===== config.mk =====
export PLATFORM = sky130hd
export DESIGN_NAME = maze_walker
export DESIGN_NICKNAME = d
export VERILOG_FILES = /design/src/rtl/maze_pkg.sv /design/src/rtl/maze_dir_sel.sv /design/src/rtl/maze_walker.sv
export SDC_FILE = /design/constraint.sdc
export NUM_CORES = 1
export LEC_CHECK = 0
export CAP_MARGIN = 20
export CORE_ASPECT_RATIO = 2
export CORE_MARGIN = 8
export CORE_UTILIZATION = 39
export CTS_BUF_LIST = sky130_fd_sc_hd__clkbuf_16
export DETAILED_ROUTE_END_ITERATION = 10
export GPL_TIMING_DRIVEN = 0
export PLACE_DENSITY = 0.56
export SYNTH_ARGS = -nofsm -noshare
export SYNTH_HDL_FRONTEND = slang
export SYNTH_SLANG_ARGS = --single-unit

===== constraint.sdc =====
create_clock -name clk -period 7.1 [get_ports clk]
set_input_delay 1.42 -clock clk [delete_from_list [all_inputs] [get_ports clk]]
set_output_delay 1.42 -clock clk [all_outputs]
set_load 0.005 [all_outputs]

===== src/rtl/maze_pkg.sv =====
// Shared types for the wall-follower maze walker: headings, turn helpers and FSM states.
// Pure definitions, no timing or flow control of its own.
package maze_pkg;

    typedef enum logic [1:0] {
        DIR_E = 2'd0,
        DIR_S = 2'd1,
        DIR_W = 2'd2,
        DIR_N = 2'd3
    } dir_t;

    typedef enum logic [2:0] {
        ST_IDLE  = 3'd0,
        ST_MARK  = 3'd1,
        ST_PROBE = 3'd2,
        ST_EVAL  = 3'd3,
        ST_MOVE  = 3'd4,
        ST_DONE  = 3'd5,
        ST_FAIL  = 3'd6
    } state_t;

    function automatic dir_t turn_right(input dir_t d);
        return dir_t'(d + 2'd1);
    endfunction

    function automatic dir_t turn_left(input dir_t d);
        return dir_t'(d + 2'd3);
    endfunction

    function automatic dir_t reverse(input dir_t d);
        return dir_t'(d + 2'd2);
    endfunction

endpackage


===== src/rtl/maze_dir_sel.sv =====
// Picks the k-th candidate heading for the chosen hand rule and its neighbour cell.
// Purely combinational; nb_valid is low when the step would leave the grid.
module maze_dir_sel
    import maze_pkg::*;
#(
    parameter int MAZE_W = 6
) (
    input  dir_t              heading,
    input  logic              hand,
    input  logic [1:0]        k,
    input  logic [MAZE_W-1:0] row,
    input  logic [MAZE_W-1:0] col,
    output dir_t              cand_dir,
    output logic [MAZE_W-1:0] nb_row,
    output logic [MAZE_W-1:0] nb_col,
    output logic              nb_valid
);

    localparam logic [MAZE_W-1:0] LAST = '1;

    always_comb begin
        case (k)
            2'd0:    cand_dir = hand ? turn_left(heading) : turn_right(heading);
            2'd1:    cand_dir = heading;
            2'd2:    cand_dir = hand ? turn_right(heading) : turn_left(heading);
            default: cand_dir = reverse(heading);
        endcase
    end

    always_comb begin
        nb_row   = row;
        nb_col   = col;
        nb_valid = 1'b1;
        case (cand_dir)
            DIR_E: begin
                nb_col   = col + MAZE_W'(1);
                nb_valid = (col != LAST);
            end
            DIR_S: begin
                nb_row   = row + MAZE_W'(1);
                nb_valid = (row != LAST);
            end
            DIR_W: begin
                nb_col   = col - MAZE_W'(1);
                nb_valid = (col != '0);
            end
            default: begin
                nb_row   = row - MAZE_W'(1);
                nb_valid = (row != '0);
            end
        endcase
    end

endmodule


===== src/rtl/maze_walker.sv =====
// Wall-follower maze solver over an external 1-bit cell memory; probe = 2 cycles, move = 1 cycle.
// start is ignored while busy; the memory must answer a read strobe on the following cycle.
module maze_walker
    import maze_pkg::*;
#(
    parameter int MAZE_W    = 6,
    parameter int STEP_W    = 12,
    parameter int MAX_STEPS = 4095,
    parameter int START_DIR = 0
) (
    input  logic              clk,
    input  logic              rst,
    input  logic              start,
    input  logic              hand_sel,
    input  logic [MAZE_W-1:0] starting_row,
    input  logic [MAZE_W-1:0] starting_col,
    input  logic              maze_in,
    output logic [MAZE_W-1:0] row,
    output logic [MAZE_W-1:0] col,
    output logic              maze_oe,
    output logic              maze_we,
    output logic              busy,
    output logic              done,
    output logic              fail,
    output logic [STEP_W-1:0] step_count
);

    localparam logic [MAZE_W-1:0] LAST       = '1;
    localparam logic [STEP_W-1:0] MAX_CNT    = STEP_W'(MAX_STEPS);
    localparam dir_t              START_HEAD = dir_t'(2'(START_DIR));

    state_t              state_q, state_d;
    logic [MAZE_W-1:0]   cur_row_q, cur_row_d, cur_col_q, cur_col_d;
    logic [MAZE_W-1:0]   st_row_q, st_row_d, st_col_q, st_col_d;
    logic [MAZE_W-1:0]   nb_row_q, nb_row_d, nb_col_q, nb_col_d;
    logic [MAZE_W-1:0]   row_q, row_d, col_q, col_d;
    dir_t                head_q, head_d, cand_q, cand_d;
    logic                hand_q, hand_d;
    logic [1:0]          k_q, k_d;
    logic [STEP_W-1:0]   step_q, step_d;
    logic                oe_q, oe_d, we_q, we_d;
    logic                busy_q, busy_d, done_q, done_d, fail_q, fail_d;

    logic [1:0]          sel_k;
    dir_t                sel_dir;
    logic [MAZE_W-1:0]   sel_row, sel_col;
    logic                sel_valid;
    logic                issue, go_fail, at_border, at_start;

    // The neighbour is looked up one cycle ahead so the strobe lands in PROBE and data in EVAL.
    always_comb begin
        sel_k = 2'd0;
        if (state_q == ST_PROBE || state_q == ST_EVAL) begin
            sel_k = k_q + 2'd1;
        end
    end

    maze_dir_sel #(
        .MAZE_W(MAZE_W)
    ) u_dir_sel (
        .heading (head_q),
        .hand    (hand_q),
        .k       (sel_k),
        .row     (cur_row_q),
        .col     (cur_col_q),
        .cand_dir(sel_dir),
        .nb_row  (sel_row),
        .nb_col  (sel_col),
        .nb_valid(sel_valid)
    );

    assign at_border = (cur_row_q == '0) || (cur_row_q == LAST) ||
                       (cur_col_q == '0) || (cur_col_q == LAST);
    assign at_start  = (cur_row_q == st_row_q) && (cur_col_q == st_col_q);

    always_comb begin
        state_d   = state_q;
        cur_row_d = cur_row_q;
        cur_col_d = cur_col_q;
        st_row_d  = st_row_q;
        st_col_d  = st_col_q;
        nb_row_d  = nb_row_q;
        nb_col_d  = nb_col_q;
        row_d     = row_q;
        col_d     = col_q;
        head_d    = head_q;
        cand_d    = cand_q;
        hand_d    = hand_q;
        k_d       = k_q;
        step_d    = step_q;
        busy_d    = busy_q;
        done_d    = done_q;
        fail_d    = fail_q;
        oe_d      = 1'b0;
        we_d      = 1'b0;
        issue     = 1'b0;
        go_fail   = 1'b0;

        case (state_q)
            ST_IDLE, ST_DONE, ST_FAIL: begin
                if (start) begin
                    st_row_d  = starting_row;
                    st_col_d  = starting_col;
                    cur_row_d = starting_row;
                    cur_col_d = starting_col;
                    row_d     = starting_row;
                    col_d     = starting_col;
                    hand_d    = hand_sel;
                    head_d    = START_HEAD;
                    k_d       = 2'd0;
                    step_d    = '0;
                    done_d    = 1'b0;
                    fail_d    = 1'b0;
                    busy_d    = 1'b1;
                    we_d      = 1'b1;
                    state_d   = ST_MARK;
                end
            end
            ST_MARK: issue = 1'b1;
            ST_PROBE: begin
                // oe_q low here means attempt k_q was off-grid and got skipped
                if (oe_q) begin
                    state_d = ST_EVAL;
                    row_d   = cur_row_q;
                    col_d   = cur_col_q;
                end else if (k_q == 2'd3) begin
                    go_fail = 1'b1;
                end else begin
                    issue = 1'b1;
                end
            end
            ST_EVAL: begin
                if (!maze_in) begin
                    state_d   = ST_MOVE;
                    cur_row_d = nb_row_q;
                    cur_col_d = nb_col_q;
                    row_d     = nb_row_q;
                    col_d     = nb_col_q;
                    head_d    = cand_q;
                    step_d    = (step_q == MAX_CNT) ? step_q : step_q + STEP_W'(1);
                    we_d      = 1'b1;
                end else if (k_q == 2'd3) begin
                    go_fail = 1'b1;
                end else begin
                    issue = 1'b1;
                end
            end
            ST_MOVE: begin
                if (at_border && !at_start) begin
                    state_d = ST_DONE;
                    busy_d  = 1'b0;
                    done_d  = 1'b1;
                end else if (step_q == MAX_CNT) begin
                    go_fail = 1'b1;
                end else begin
                    issue = 1'b1;
                end
            end
            default: state_d = ST_IDLE;
        endcase

        if (issue) begin
            state_d  = ST_PROBE;
            k_d      = sel_k;
            cand_d   = sel_dir;
            nb_row_d = sel_row;
            nb_col_d = sel_col;
            oe_d     = sel_valid;
            row_d    = sel_valid ? sel_row : cur_row_q;
            col_d    = sel_valid ? sel_col : cur_col_q;
        end

        if (go_fail) begin
            state_d = ST_FAIL;
            busy_d  = 1'b0;
            fail_d  = 1'b1;
            row_d   = cur_row_q;
            col_d   = cur_col_q;
        end
    end

    always_ff @(posedge clk) begin
        if (rst) begin
            state_q   <= ST_IDLE;
            cur_row_q <= '0;
            cur_col_q <= '0;
            st_row_q  <= '0;
            st_col_q  <= '0;
            nb_row_q  <= '0;
            nb_col_q  <= '0;
            row_q     <= '0;
            col_q     <= '0;
            head_q    <= DIR_E;
            cand_q    <= DIR_E;
            hand_q    <= 1'b0;
            k_q       <= 2'd0;
            step_q    <= '0;
            oe_q      <= 1'b0;
            we_q      <= 1'b0;
            busy_q    <= 1'b0;
            done_q    <= 1'b0;
            fail_q    <= 1'b0;
        end else begin
            state_q   <= state_d;
            cur_row_q <= cur_row_d;
            cur_col_q <= cur_col_d;
            st_row_q  <= st_row_d;
            st_col_q  <= st_col_d;
            nb_row_q  <= nb_row_d;
            nb_col_q  <= nb_col_d;
            row_q     <= row_d;
            col_q     <= col_d;
            head_q    <= head_d;
            cand_q    <= cand_d;
            hand_q    <= hand_d;
            k_q       <= k_d;
            step_q    <= step_d;
            oe_q      <= oe_d;
            we_q      <= we_d;
            busy_q    <= busy_d;
            done_q    <= done_d;
            fail_q    <= fail_d;
        end
    end

    assign row        = row_q;
    assign col        = col_q;
    assign maze_oe    = oe_q;
    assign maze_we    = we_q;
    assign busy       = busy_q;
    assign done       = done_q;
    assign fail       = fail_q;
    assign step_count = step_q;

endmodule


=== After elaboration in Yosys (flattened, before gate mapping) ===
Cells that the tools add are included.

* Bits of input ports: 17
* Bits in registers: 75
* Output and inout port bits: 29
* Logic and storage cells: 156

* Reductions and logical operators: 35
* Eq/ne operators: 28
* Multiplexer cells: 62
* $add $sub $neg: 9
* Bitwise operators: 2

{| class="wikitable"
|+ Operators by type and width
! kind !! count
|-
| two-way mux 6 bit || 12
|-
| case mux 6 bit (2 select lines) || 4
|-
| two-way mux 12 bit || 3
|-
| case mux 6 bit (3 select lines) || 2
|-
| case mux 12 bit (2 select lines) || 1
|-
| two-way mux 1 bit || 18
|-
| two-way mux 3 bit || 6
|-
| != test 4 bit (second input constant) || 4
|-
| case mux 3 bit (5 select lines) || 1
|-
| two-way mux 2 bit || 7
|-
| adder 12 x 1 -> 12 bit (second input constant) || 1
|-
| adder 6 x 1 -> 6 bit (second input constant) || 2
|-
| equality test 12 bit (second input constant) || 1
|-
| equality test 6 bit || 2
|-
| equality test 6 bit (second input constant) || 2
|-
| zero test 6 bit || 2
|-
| != test 6 bit (second input constant) || 2
|-
| nonzero test 2 bit || 6
|-
| nonzero test 6 bit || 2
|-
| subtractor 6 x 1 -> 6 bit (second input constant) || 2
|-
| != test 2 bit (second input constant) || 5
|-
| AND reduction 5 bit || 2
|-
| equality test 3 bit (second input constant) || 3
|-
| AND reduction 4 bit || 2
|-
| 23 further kinds || 44
|}

=== Longest topological paths before layout ===
Gate-level depths: netlist (run 1).

* Word-level depth: 11
* Depth in mapped cells: 16
* Mapped depth without buffers: 14

=== Hierarchy ===
A second synthesis (run 1) with hierarchy kept.

* Cell total of the unflattened synthesis: 577
* Area, all modules: 4,634.4 µm²

{| class="wikitable"
|+ By module, submodules not included
! module !! sequential area each (µm²) !! area each (µm²) !! cells an instance !! times used
|-
| maze_walker || 1,501.4 || 4,008.8 || 491 || 1
|-
| maze_dir_sel || 0.0 || 625.6 || 86 || 1
|}

=== Worst setup path before layout (run 1) ===
Ideal clock, no wire load.

* Kind: reg2reg
* From: register state_q[2]
* To: register row_q[5] (netlist: row[5])
* Data arrival time: 3.326 ns
* Path slack: 3.688 ns
* Required time: 7.014 ns
* Clock period less this slack: 3.412 ns
* Stages on the path, launching flop included: 16
* Buffers on the path: 2
* Library setup time: 0.086 ns
* Cell sequence: dfxtp_1 nand2b_1 buf_2 nor2_2 xnor2_1 clkbuf_1 nand2_1 ha_1 a211oi_1 nor2_1 o21ai_0 nand2b_1 or3_1 a21oi_1 o221ai_1 a211oi_1

* Longest elaborated chain between the ends: 11
* Elaborated cells on any way between the ends: 31
* Those cells by class: eq/ne (13); mux (10); reduce/logical (8)

{| class="wikitable"
|+ Ends and longest elaborated chain
! item !! RTL line !! text
|-
| start: declaration || maze_walker.sv:32 || <nowiki>state_t state_q, state_d;</nowiki>
|-
| start signal: assignment || maze_walker.sv:204 || <nowiki>state_q <= state_d;</nowiki>
|-
| equality test 3 x 2 -> 1 bit || maze_walker.sv:53, maze_walker.sv:99 ||
|-
| logical OR 1 bit || maze_walker.sv:53 || <nowiki>if (state_q == ST_PROBE || state_q == ST_EVAL) begin</nowiki>
|-
| two-way mux 2 bit || maze_walker.sv:53 ||
|-
| equality test 2 bit (tied with other cells) || maze_dir_sel.sv:22 || <nowiki>case (k)</nowiki>
|-
| case mux 2 bit (3 select lines) || maze_dir_sel.sv:22 ||
|-
| equality test 2 bit / zero test 2 bit (equally long branches) || maze_dir_sel.sv:34 || <nowiki>case (cand_dir)</nowiki>
|-
| OR reduction 2 bit (no source line) || -- ||
|-
| case mux 6 bit (2 select lines) || maze_dir_sel.sv:34 ||
|-
| two-way mux 6 bit || maze_walker.sv:169 || <nowiki>row_d = sel_valid ? sel_row : cur_row_q;</nowiki>
|-
| two-way mux 6 bit || maze_walker.sv:162 || <nowiki>if (issue) begin</nowiki>
|-
| two-way mux 6 bit || maze_walker.sv:173 || <nowiki>if (go_fail) begin</nowiki>
|-
| end signal: assignment || maze_walker.sv:211 || <nowiki>row_q <= row_d;</nowiki>
|-
| end: declaration || maze_walker.sv:36 || <nowiki>logic [MAZE_W-1:0] row_q, row_d, col_q, col_d;</nowiki>
|}

Several ways; a longest one is shown, not always the timed one.
A chain may end at the register's enable or synchronous reset.

=== Worst setup path in the final report (run 1) ===
Ends and elaborated chain as after synthesis.

==> results.txt, run 1 <==
The maximum number of pins on one net before global-route repair is 14. The critical-path maximum fanout is 10. Of the cells placed in the final design, the portion with a size suffix greater than 1 is 9.41%. The average instance in the mapped netlist occupies around 8.4 um2. Summing the areas of all fa, ha and maj instances in the mapped netlist gives about 3.6% of the synthesized area. Buffers inserted during clock tree synthesis total 9.

After routing, the total negative slack on setup checks comes to 0 ps. The final setup violation count came out at 0. At the placement stage, the worst setup path has a slack of 2630 ps. The total power draw came out at 2.63 mW. The smallest clock period supported by the final layout is computed as 4480 ps. Gates resized during post-CTS repair numbered 0.

Routability-driven placement finished with a final weighted congestion of 0.893. The synthesis-to-finish area growth came out at 21.0%. The wire length after detailed routing came out at 14.1 mm. The number of nets in the synthesized netlist is 575.

The final number of hold-violating endpoints is 0. The clock latency reported for the late side of the worst-skew pair is around 340 ps. The worst setup path is captured at a flip-flop. The clock tree root driver cell is clkbuf_16. The clock-pin slew on the worst setup and hold paths is 60 ps. The number of enable-type register cells in the synthesized netlist is 0. Measured against the total synthesized area, the mux share comes to just under 7%.

TritonCTS built the clock tree. The buffer count from post-CTS setup fixing came out at 0. In the synthesized netlist, the number of instances is 546. The classification of the worst setup path is flip-flop to flip-flop. The total routing resource utilization after global routing came out at between 15 and 20%. The count of yosys warnings during synthesis is 0. The tool flagged a number of max-cap violations equal to 0.

The number of hold buffers added after CTS was 0. The post-synthesis compound-gate area fraction is 21.2%. The element type at the critical path start is a flip-flop. For the pin with the worst max-slew slack, the measured transition is 837 ps.

The async set-reset flop share out of synthesis is 0%. The number of antenna violations at the first check in global routing is 0. The flip-flop and latch count after synthesis is 75.

The part of the cycle the worst path needs came out at ~63%. By area, the combinational part of the netlist is dominated by simple AND/OR/NAND/NOR gates. The number of levels the H-tree was split into came out at 3. The final HPWL from detailed placement came out at 10.7 mm. The tightest min-delay check is of the flip-flop to flip-flop type. The average vias per placed instance came out at 5.58. The worst-path cell with the longest stage delay is xnor2_1. In this run, distinct cell masters in the synthesized netlist total 68.

The max-slew violation count came out at 0. The share of synthesized area occupied by flip-flops and latches came out at 32.8%. The number of remaining DRC errors came out at 0.

The buffers plus inverters on the worst setup path came out at 2. The worst vdd rail ir drop came out at approximately 0.19 mV. The clock net sink count came out at 75. The flow ran to the end, and the final reports show no timing, DRC or antenna violations. The number of search-and-repair iterations in the first detailed-routing pass is 5. Dividing the detail-routed wire length by the instance count gives 18.8 um. The cell family with the largest share of critical-path delay is simple AND/OR/NAND/NOR gates.

The initialized floorplan defines 56 standard-cell rows. For this run the aggregate overflow at the end of global routing stands at 0. Setup repair after global routing left no endpoint under its margin. The instance count after placement with tap cells included came out at 735. The critical path's largest stage delay came out at roughly 670 ps. The highest clock frequency the design can meet came out at roughly 0.22 GHz. In this run the remaining antenna-violating nets after routing total 0. The die covers 15700 um2.

The clock tree skew after final layout is between 6 and 7 ps. The total inserted antenna cells is 0. The arrival time reported for the critical path endpoint came out at 4730 ps. The cell area that synthesis handed to floorplanning was 4580 um2. After the last flow step, the layout net total stands at 630. The count of buffers inserted at the top-level ports came out at 44. In this run the vertical extent of the chip is around 170 um. The number of global-route vias before repair came out at 4088. Of the total synthesized cell area, the portion taken by XOR and XNOR cells is roughly 7.5%. The initial DRC count came out at 323. The predominant post-synthesis flop cell is dfxtp_1.

In this run the power density over the cells is 474 nW/um2. For the worst setup path, the data required time is 7350 ps. The leakage power total came out at 2.08 nW.

The I/O pin count came out at 46. The chip width came out at 92.6 um. The simple-gate share of the synthesized area came out at 22.4%. The maximum clock path buffer count is 2. Walking the worst path, the cells encountered are nand2b_1 -> buf_2 -> nor2_2 -> xnor2_1 -> clkbuf_1 -> nand2_1 -> ha_1 -> a211oi_1 -> nor2_1 -> o21ai_0 -> nand2b_1 -> or3_1 -> a21oi_1 -> o221ai_1 -> a211oi_1. The routed layout has 4194 vias. Setup slack closes at 2620 ps. The wire length of the first global-routing pass came out at between 20 and 25 mm. The starting density of the core came out at slightly below 40%. The placeable core area came out at 11600 um2. The worst-case headroom to the max-slew limit came out at 43.8%. The final instance count without filler cells is 751.
-- logic make-up after synthesis --
kind of cell,Yosys count
compound gates,130
xor+xnor,37
fa+ha+maj,12
buf+inv,54
flops,75
mux,30
simple gates,208
-- worst reg2reg max path: cells and delay by family, from the launching register on --
family	cells	cell delay (ps)
simple gates	6	1120
compound gates	5	920
buf+inv	2	830
xor+xnor	1	670
flops	1	490
fa+ha+maj	1	370
-- flip-flops by register name (all words and copies together), names as in the netlist, 3 cells and up --
name / flops
step_count: 12
col: 6
cur_col_q: 6
cur_row_q: 6
nb_col_q: 6
nb_row_q: 6
row: 6
st_col_q: 6
st_row_q: 6
state_q: 3
-- per-stage QoR --
| stage | hold WS [ps] | utilization [%] | instance area, um2 |
|---|---|---|---|
| global route | 485 | 47.9 | 5540 |
| CTS | 461 | 47.9 | 5540 |
| detailed placement | 452 | 45.0 | 5200 |
| finish | 458 | 47.9 | 5540 |
| global placement | 445 | 45.0 | 5200 |
| floorplan | 432 | - | 4580 |
-- path summary, 6_finish.rpt --
path	slack, ps	start	end	cells past startpoint
hold reg to reg	460	cand_q[0]	head_q[0]	2
setup reg to reg	2620	state_q[2]	row[5]	15
hold / removal	460	cand_q[0]	head_q[0]	2
setup / recovery	2620	state_q[2]	row[5]	15
-- cells in the final DEF, fill, tap and decap left out, types with 3 or more instances in the layout --
cell | Yosys | final
dfxtp_1 | 75 | 75
a2111oi_2 | 5 | 5
nand2_1 | 52 | 52
nand3_1 | 21 | 21
nor2_1 | 77 | 77
clkbuf_1 | 25 | 25
mux2i_1 | 29 | 29
a311oi_1 | 13 | 13
a211oi_1 | 14 | 14
o21ai_0 | 23 | 23
xor2_1 | 9 | 9
ha_1 | 10 | 10
nand2b_1 | 11 | 11
bufinv_16 | 0 | 3
clkbuf_16 | 0 | 9
nor4_1 | 3 | 3
a21oi_1 | 26 | 26
a22o_1 | 5 | 5
nor3_1 | 7 | 7
o22ai_1 | 5 | 5
o21a_1 | 4 | 4
buf_2 | 10 | 10
xnor2_1 | 27 | 27
nor2b_1 | 6 | 6
inv_1 | 10 | 10
buf_6 | 5 | 5
a21o_1 | 6 | 6
o211ai_1 | 3 | 3
clkdlybuf4s50_1 | 0 | 44
nand4_1 | 9 | 9
-- per-layer routing --
metal	track usage [%]	up-vias	wire length, um
met5	0	-	0
met4	7.27	0	373
met3	2.61	23	528
met2	30.6	89	6930
met1	23.1	2012	6310
li1	-	2070	-
-- cell usage after synthesis, drive strengths merged, types with 2 or more instances --
cell / instances / area [um2]
a2111oi: 8 / 103
a211oi: 15 / 125
a21o: 6 / 45.0
a21oi: 27 / 139
a221oi: 2 / 23.8
a22o: 5 / 43.8
a311o: 2 / 20.0
a311oi: 14 / 129
and2: 3 / 21.3
and3: 2 / 12.5
and4: 3 / 28.8
buf: 19 / 129
clkbuf: 25 / 93.8
dfxtp: 75 / 1500
fa: 2 / 40.0
ha: 10 / 125
inv: 10 / 37.5
mux2i: 30 / 313
nand2: 52 / 195
nand2b: 11 / 68.8
nand3: 21 / 105
nand4: 9 / 56.3
nor2: 79 / 307
nor2b: 6 / 37.5
nor3: 10 / 71.3
nor4: 5 / 61.3
o211ai: 4 / 43.8
o21a: 4 / 30.0
o21ai: 23 / 115
o221ai: 2 / 17.5
o22a: 2 / 17.5
o22ai: 5 / 31.3
o31ai: 2 / 15.0
o32ai: 2 / 17.5
or4: 2 / 22.5
xnor2: 28 / 264
xor2: 9 / 78.8
-- report_power, final --
| part | switching [mW] | leakage (nW) | internal [mW] |
|---|---|---|---|
| clock | 0.189 | 0.165 | 0.343 |
| combinational | 0.863 | 1.30 | 0.593 |
| sequential | 0.0977 | 0.616 | 0.541 |
| total | 1.15 | 2.08 | 1.48 |
-- area by class of cell --
cell class                      instances  area (um2)
Timing Repair Buffer                   44         440
Sequential cell                        75        1500
Multi-Input combinational cell        417        2820
Buffer                                 44         223
Tap cell                              145         181
Clock buffer                            9         225
Clock inverter                          7         116
Inverter                               10        37.5
Fill cell                            1184        6020
Note: power is estimated with default switching activity, not from simulation.
==> run 2: changes to the inputs <==
clock period = 4.3 ns   (was 7.1 ns; I/O delays follow)
==> results.txt, run 2 (synthesized netlist as in run 1, its figures left out) <==
The count of filler cells inserted in the layout is 1180. The total inserted antenna cells is 0. The worst-path cell with the longest stage delay is clkbuf_1. The final critical delay including setup and external delays came out at 3910 ps.

For the final database, setup skew stands at 5.84 ps. The final cell area excluding filler cells is 5570 um2. The critical hold path startpoint is cand_q[0]. The average routed wire per standard cell came out at about 19 um. In this run the critical register-to-register path is captured at col[5]. The count of buffers inserted at the top-level ports came out at 44. The maximum number of pins on one net before global-route repair is 14. The required arrival time at the worst endpoint came out at 4540 ps. For this run, the total global-route usage over all layers was measured as 18.4%. The die height came out at 169 um. In the finished design, the share of the clock period the worst path needs comes to 90.8%. The kind of end point of the critical path is a flip-flop. The number of nets with antenna violations after detailed routing is 0. The die covers about 16000 um2. The I/O pin count came out at 46. The clock tree root driver cell is clkbuf_16. The cell area after placement is 5200 um2. The worst-case headroom to the max-slew limit came out at ~53%. After clock tree synthesis, the clock-pin slew on the worst setup and hold paths is 60 ps. The chip width came out at 92.6 um. The final setup violation count is 0. The final number of hold-violating endpoints came out at 0. The final instance count without filler cells came out at between 700 and 800. The min-delay analysis places its worst path in the category flip-flop to flip-flop. The critical path's largest stage delay came out at 440 ps. TritonCTS built the clock tree.

TritonCTS created 9 clock buffers. The fraction of layout cells with a size suffix above 1 is between 9 and 10%. The number of remaining DRC errors is 0. The buffer count from post-CTS setup fixing came out at 0.

The synthesis-to-finish area growth is 21.6%. The leakage power total came out at 2.09 nW. The number of search-and-repair iterations in the first detailed-routing pass came out at 7. The number of antenna violations at the first check in global routing is 0.

The highest clock frequency the design can meet came out at 0.256 GHz. The slack of the worst reg-to-reg path is roughly 390 ps. The total via count in the routed design is 4224.

The starting density of the core came out at between 30% and 40%. Counting cells, the worst reg-to-reg path comes to 15. After detailed routing, the total wire length is 14.1 mm. The register with the most flip-flops in the layout has 12 of them. The power density over the cells came out at 780 nW/um2. The max-slew violation count is 0. The most common cell after layout, fill and taps aside is nor2_1. The buffers plus inverters on the worst setup path is 3. The floorplan has 56 rows.

The critical path is of the flip-flop to flip-flop type. STA puts the critical path data arrival time at 4150 ps. Across the run, the number of max-cap violations was 0.

The worst-case IR drop observed on VDD is just over 0.3 mV. Cells fill 48.2% of the core in the end. Setup repair after global routing left no endpoint under its margin.

Walking the worst path, the cells encountered are nand2b_1 -> buf_2 -> nor2_2 -> xor2_2 -> clkbuf_1 -> nand2b_1 -> inv_1 -> ha_1 -> a211oi_1 -> o21bai_1 -> a21oi_1 -> xnor2_1 -> o31ai_1 -> nor2_1 -> o32ai_1. At the end of the flow, the number of nets in the layout was 630. The placeable core area is 11600 um2. The number of global-route vias before repair is 4088.

The sum of overflow across all layers after global routing came out at 0. The most common cell type on the critical path is nand2b_1. The clock net sink count came out at 75. The maximum clock path buffer count is 2. The average vias per placed instance came out at 5.62. The launch point of the worst reg-to-reg path is state_q[2]. The initial DRC count is 372. Broken down by cell family, the worst path's largest delay share belongs to compound AO/OA/AOI/OAI gates. Hold repair after CTS inserted 0 buffers.

At the later pin of the worst-skew pair, clock insertion delay measures 340 ps. The critical-path maximum fanout came out at 10. The final HPWL from detailed placement is between 10 and 15 mm. The number of levels the H-tree was split into came out at 3.

The congestion estimate from routability-driven global placement came to a little under 0.9. The library cells used most frequently in the layout, excluding fill and tap cells, are 77 x nor2_1, 75 x dfxtp_1, 52 x nand2_1. The wire length of the first global-routing pass came out at 22.7 mm. At the pin with the least slew margin, the transition time is 696 ps. The worst hold path depth came out at 2. The instance count after placement with tap cells included is 735.

The flow ran to the end, and the final reports show no timing, DRC or antenna violations. STA classifies the critical path startpoint as a flip-flop. The worst hold path terminates at head_q[0].
==> run 2: cell counts in the layout (fill, tap and decap cells not counted) <==
No cell type changed its count.
==> run 2: how the worst max path moves through the flow <==
stage,to,startpoint,cells past startpoint
2_1_floorplan,row[5],state_q[2],15
3_3_place_gp,row[5],state_q[2],15
3_5_place_dp,row[5],state_q[2],15
4_1_cts,row[5],state_q[2],15
5_1_grt,col[5],state_q[2],15
6_report,col[5],state_q[2],15
==> run 2: where the power goes <==
group | internal, mW | switching, mW
clock network | 0.566 | 0.310
logic | 0.988 | 1.43
registers | 0.894 | 0.161
total | 2.45 | 1.90
==> run 2: repair_timing <==
action / CTS / global route
resized for setup: 1 / 4
gates cloned: 0 / 0
setup endpoints to repair: 2 / 4
==> run 2: metal layers <==
| layer | track usage (%) | wire length (um) |
|---|---|---|
| met5 | 0 | 0 |
| met1 | 23.1 | 6210 |
| met4 | 7.27 | 343 |
| met2 | 30.6 | 6930 |
| met3 | 2.61 | 654 |
==> run 2: area by class of cell <==
cell class | instances | area, um2 | area share [%]
Multi-Input combinational cell | 417 | 2840 | 51.1
Sequential cell | 75 | 1500 | 27.0
Timing Repair Buffer | 44 | 440 | 7.91
Clock buffer | 9 | 225 | 4.04
Buffer | 44 | 224 | 4.02
Tap cell | 145 | 181 | 3.26
Clock inverter | 7 | 116 | 2.09
Inverter | 10 | 37.5 | 0.674
==> run 2: stage by stage <==
| stage | hold slack (ps) | setup slack [ps] | setup TNS (ps) | total power, mW |
|---|---|---|---|---|
| 3_3_place_gp | 445 | -147 | -147 | 3.43 |
| 5_1_grt | 485 | 9.19 | 0 | 4.64 |
| 4_1_cts | 461 | 72.7 | 0 | 4.34 |
| 3_5_place_dp | 452 | -173 | -193 | 3.44 |
| 6_report | 458 | 395 | 0 | 4.35 |
| 2_1_floorplan | 432 | 888 | 0 | 2.76 |
==> run 2: tightest hold or removal path, stage by stage, from the launching register on <==
cell     delay [ps]
dfxtp_1         310
nand2_1          50
a21oi_1          50
==> run 3: changes to the inputs <==
SYNTH_HIERARCHICAL = 1   (was default)
==> results.txt, run 3 <==
The run finished with clean final reports. The area share of fa/ha/maj cells after synthesis is between 3 and 4%. In the layout the commonest cells are 99 x nand2_1, 75 x dfxtp_1, 67 x nor2_1.

The number of flip-flops in the largest register came out at 12. The placeable core area came out at 11600 um2. The final number of hold-violating endpoints came out at 0. The worst-case headroom to the max-slew limit is 41.8%.

The wire length after detailed routing is ~16 mm. CTS placed an instance of clkbuf_16 at the clock tree root. The dominant combinational cell family by area after synthesis is simple AND/OR/NAND/NOR gates. In this run the worst setup path begins at state_q[2]. The highest clock frequency the design can meet came out at between 0.2 and 0.25 GHz.

The most critical setup path has its endpoint at col[5]. The fraction of layout cells with a size suffix above 1 is 9.45%. The final setup slack of the worst path is roughly 260 ps. After clock tree synthesis, the clock-pin slew on the worst setup and hold paths is 60 ps. The buffer count from post-CTS setup fixing came out at 0. The critical-path maximum fanout came out at 17. Setup repair after global routing left no endpoint under its margin. TritonCTS built the clock tree. The launch point of the worst reg-to-reg path is state_q[2].

In this run the deepest clock path goes through 2 buffers. The total via count in the routed design came out at around 4500. The number of levels the H-tree was split into is 3. The post-synthesis compound-gate area fraction is 20.2%. The post-layout net count is 659. The total power draw came out at 3.81 mW.

The average routed wire per standard cell came out at 20.2 um. The endpoint identified for the worst register-to-register timing path is col[5]. Leaving out fill and tap cells, the most frequent cell in the layout is nand2_1. The max-cap violation count came out at 0. Summed over all instances, the cell type with the most area after synthesis is dfxtp_1.

By count the netlist is led by 99 x nand2_1, 75 x dfxtp_1, 68 x nor2_1, 39 x a21oi_1, 28 x mux2i_1. At the worst endpoint, the required time is around 4600 ps. Global routing finished with a remaining overflow of 0. The number of enable-type register cells in the synthesized netlist is 0.

The number of antenna violations at the first check in global routing was 0. STA classifies the critical path startpoint as a flip-flop. For this run, the number of Yosys warnings is 6.

The max-slew violation count came out at 0. The setup path with the least slack is of type flip-flop to flip-flop. The measured slew at the worst slew-check pin came out at 861 ps.

Detailed placement finished with a half-perimeter wire length of 12.3 mm. The share of synthesized area occupied by flip-flops and latches is between 30 and 40%. Setup violations remaining at the end of the flow were counted as 0. The number of cells on the worst reg-to-reg path is 16. The clock latency reported for the late side of the worst-skew pair is 350 ps.

Across all register-to-register paths, the minimum setup slack is approximately 260 ps. The average vias per placed instance came out at 5.75. The final critical delay including setup and external delays came out at 4040 ps. The TritonCTS buffer count came out at 9.

The worst hold path depth came out at 2. The die height is 170 um. The final-layout setup total negative slack came out at 0 ps. The die outline area is around 16000 um2. In this run the horizontal extent of the chip is 93.1 um. The proportion of synthesized area in mux cells is 6.78%.

Global routing consumed, over all layers together, just over 20% of the routing resources. The number of global-route vias before repair came out at 4557. The top cell type by area accounts for 32.4% of the synthesized area.

Between clock sinks in the finished design, the worst skew comes to 7.61 ps. The wire length of the first global-routing pass is 24.6 mm. The post-synthesis area per instance came out at between 8 and 9 um2. The utilization after layout came out at 48.0%. The async set-reset flop share out of synthesis came out at 0%. The starting density of the core is 39.8%. The XOR/XNOR share of the synthesized area is approximately 7.0%. Including well taps, the total number of placed cells is 766. The part of the cycle the worst path needs came out at 93.9%.

The number of nets with antenna violations after detailed routing is 0. The congestion estimate from routability-driven global placement came to 0.902. STA classifies the critical path endpoint as a flip-flop. The total inserted antenna cells came out at 0.

The number of search-and-repair iterations in the first detailed-routing pass came out at 5. The pre-CTS worst setup slack is -928 ps. Across the VDD grid, the largest voltage drop is 0.292 mV. For this design, the CTS-stage hold fixing added 0 buffers. In the routed design, unresolved DRC markers number 0.

In this run the worst hold path is classified as flip-flop to flip-flop. The synthesis-to-finish area growth is 20.6%. The synthesized instance count is 577.

For this block, the initial DRC count from the detailed router was 263. The initialized floorplan defines 56 standard-cell rows. Buffers placed on the I/O ports in this run total 44. Of the total synthesized cell area, the portion taken by AND, OR, NAND and NOR gates is 24.5%. The arrival time reported for the critical path endpoint is ~4300 ps.

The post-synthesis net count came out at 606. The most frequent cell after synthesis is nand2_1. The number of distinct library cell variants in the gate-level netlist after synthesis is 66. The maximum number of pins on one net before global-route repair is 15. The power density over the cells is around 680 nW/um2. In this run the static leakage power is 2.12 nW. Sorting the synthesized cells by area gives the leading types as dfxtp_1 32%, nand2_1 8.0%, mux2i_1 6.0%. The combined area of all synthesized cells is 4630 um2.

The flip-flop and latch count after synthesis is 75. For this design, the sink count on the clock tree is 75. The I/O pin count is 46. The predominant post-synthesis flop cell is dfxtp_1. The final instance count without filler cells came out at 780.
## run 3: kinds of logic (layout without fill, tap and decap cells)
| kind of cell | Yosys count | in the layout |
|---|---|---|
| simple gates | 245 | 245 |
| compound gates | 123 | 123 |
| flops | 75 | 75 |
| buf+inv | 55 | 113 |
| xor+xnor | 36 | 36 |
| mux | 30 | 30 |
| fa+ha+maj | 13 | 13 |
## run 3: where the power goes
group	total [mW]	internal, mW	switching (mW)
registers	1.08	0.874	0.210
clock network	0.772	0.453	0.319
logic	1.96	0.826	1.13
total	3.81	2.15	1.66
## run 3: metal layers
metal,track usage [%],share of wire [%],vias to the layer above
li1,-,-,2138
met1,19.4,36,2142
met2,38.5,55,150
met3,3.09,3.3,56
met4,14.2,5.5,0
met5,0,0,-
## run 3: worst max-delay path: stages (launching register included)
cell and delay, ps:
dfxtp_1 350, clkbuf_2 200, nand2b_2 420, nor2_4 310, xor2_4 330, clkbuf_4 300
nand2_1 120, inv_2 100, ha_1 280, a21o_1 200, a21oi_1 220, nand3_1 100
o21ba_1 210, xnor2_2 270, nand2_1 90, o22a_1 210, a221oi_1 240
## run 3: area by class of cell
type,count,area (um2)
inverter,16,60.1
buffer,37,188
timing repair buffer,44,440
sequential,75,1500
clock buffer,9,225
clock inverter,7,76.3
fill,1219,6040
tap,145,181
multi-input combinational,447,2920
## run 3: how the worst min path moves through the flow
stage,end,slack (ps),startpoint
final,fail,460,fail
after global routing,col[5],490,col[5]
after CTS,col[5],470,col[5]
after detailed placement,done,460,done
after global placement,head_q[1],450,head_q[1]
after floorplan,head_q[1],450,head_q[1]
## run 3: repair_timing
action	CTS	global route
pin swaps	1	0
endpoints found under the setup margin	12	4
endpoints found under the hold margin	0	0
gates resized for setup	7	4
## run 3: metrics by stage
stage	hold WS [ps]	cell area, um2
2_1_floorplan	445	4630
3_3_place_gp	454	5260
3_5_place_dp	456	5260
4_1_cts	467	5580
5_1_grt	491	5590
6_report	464	5590
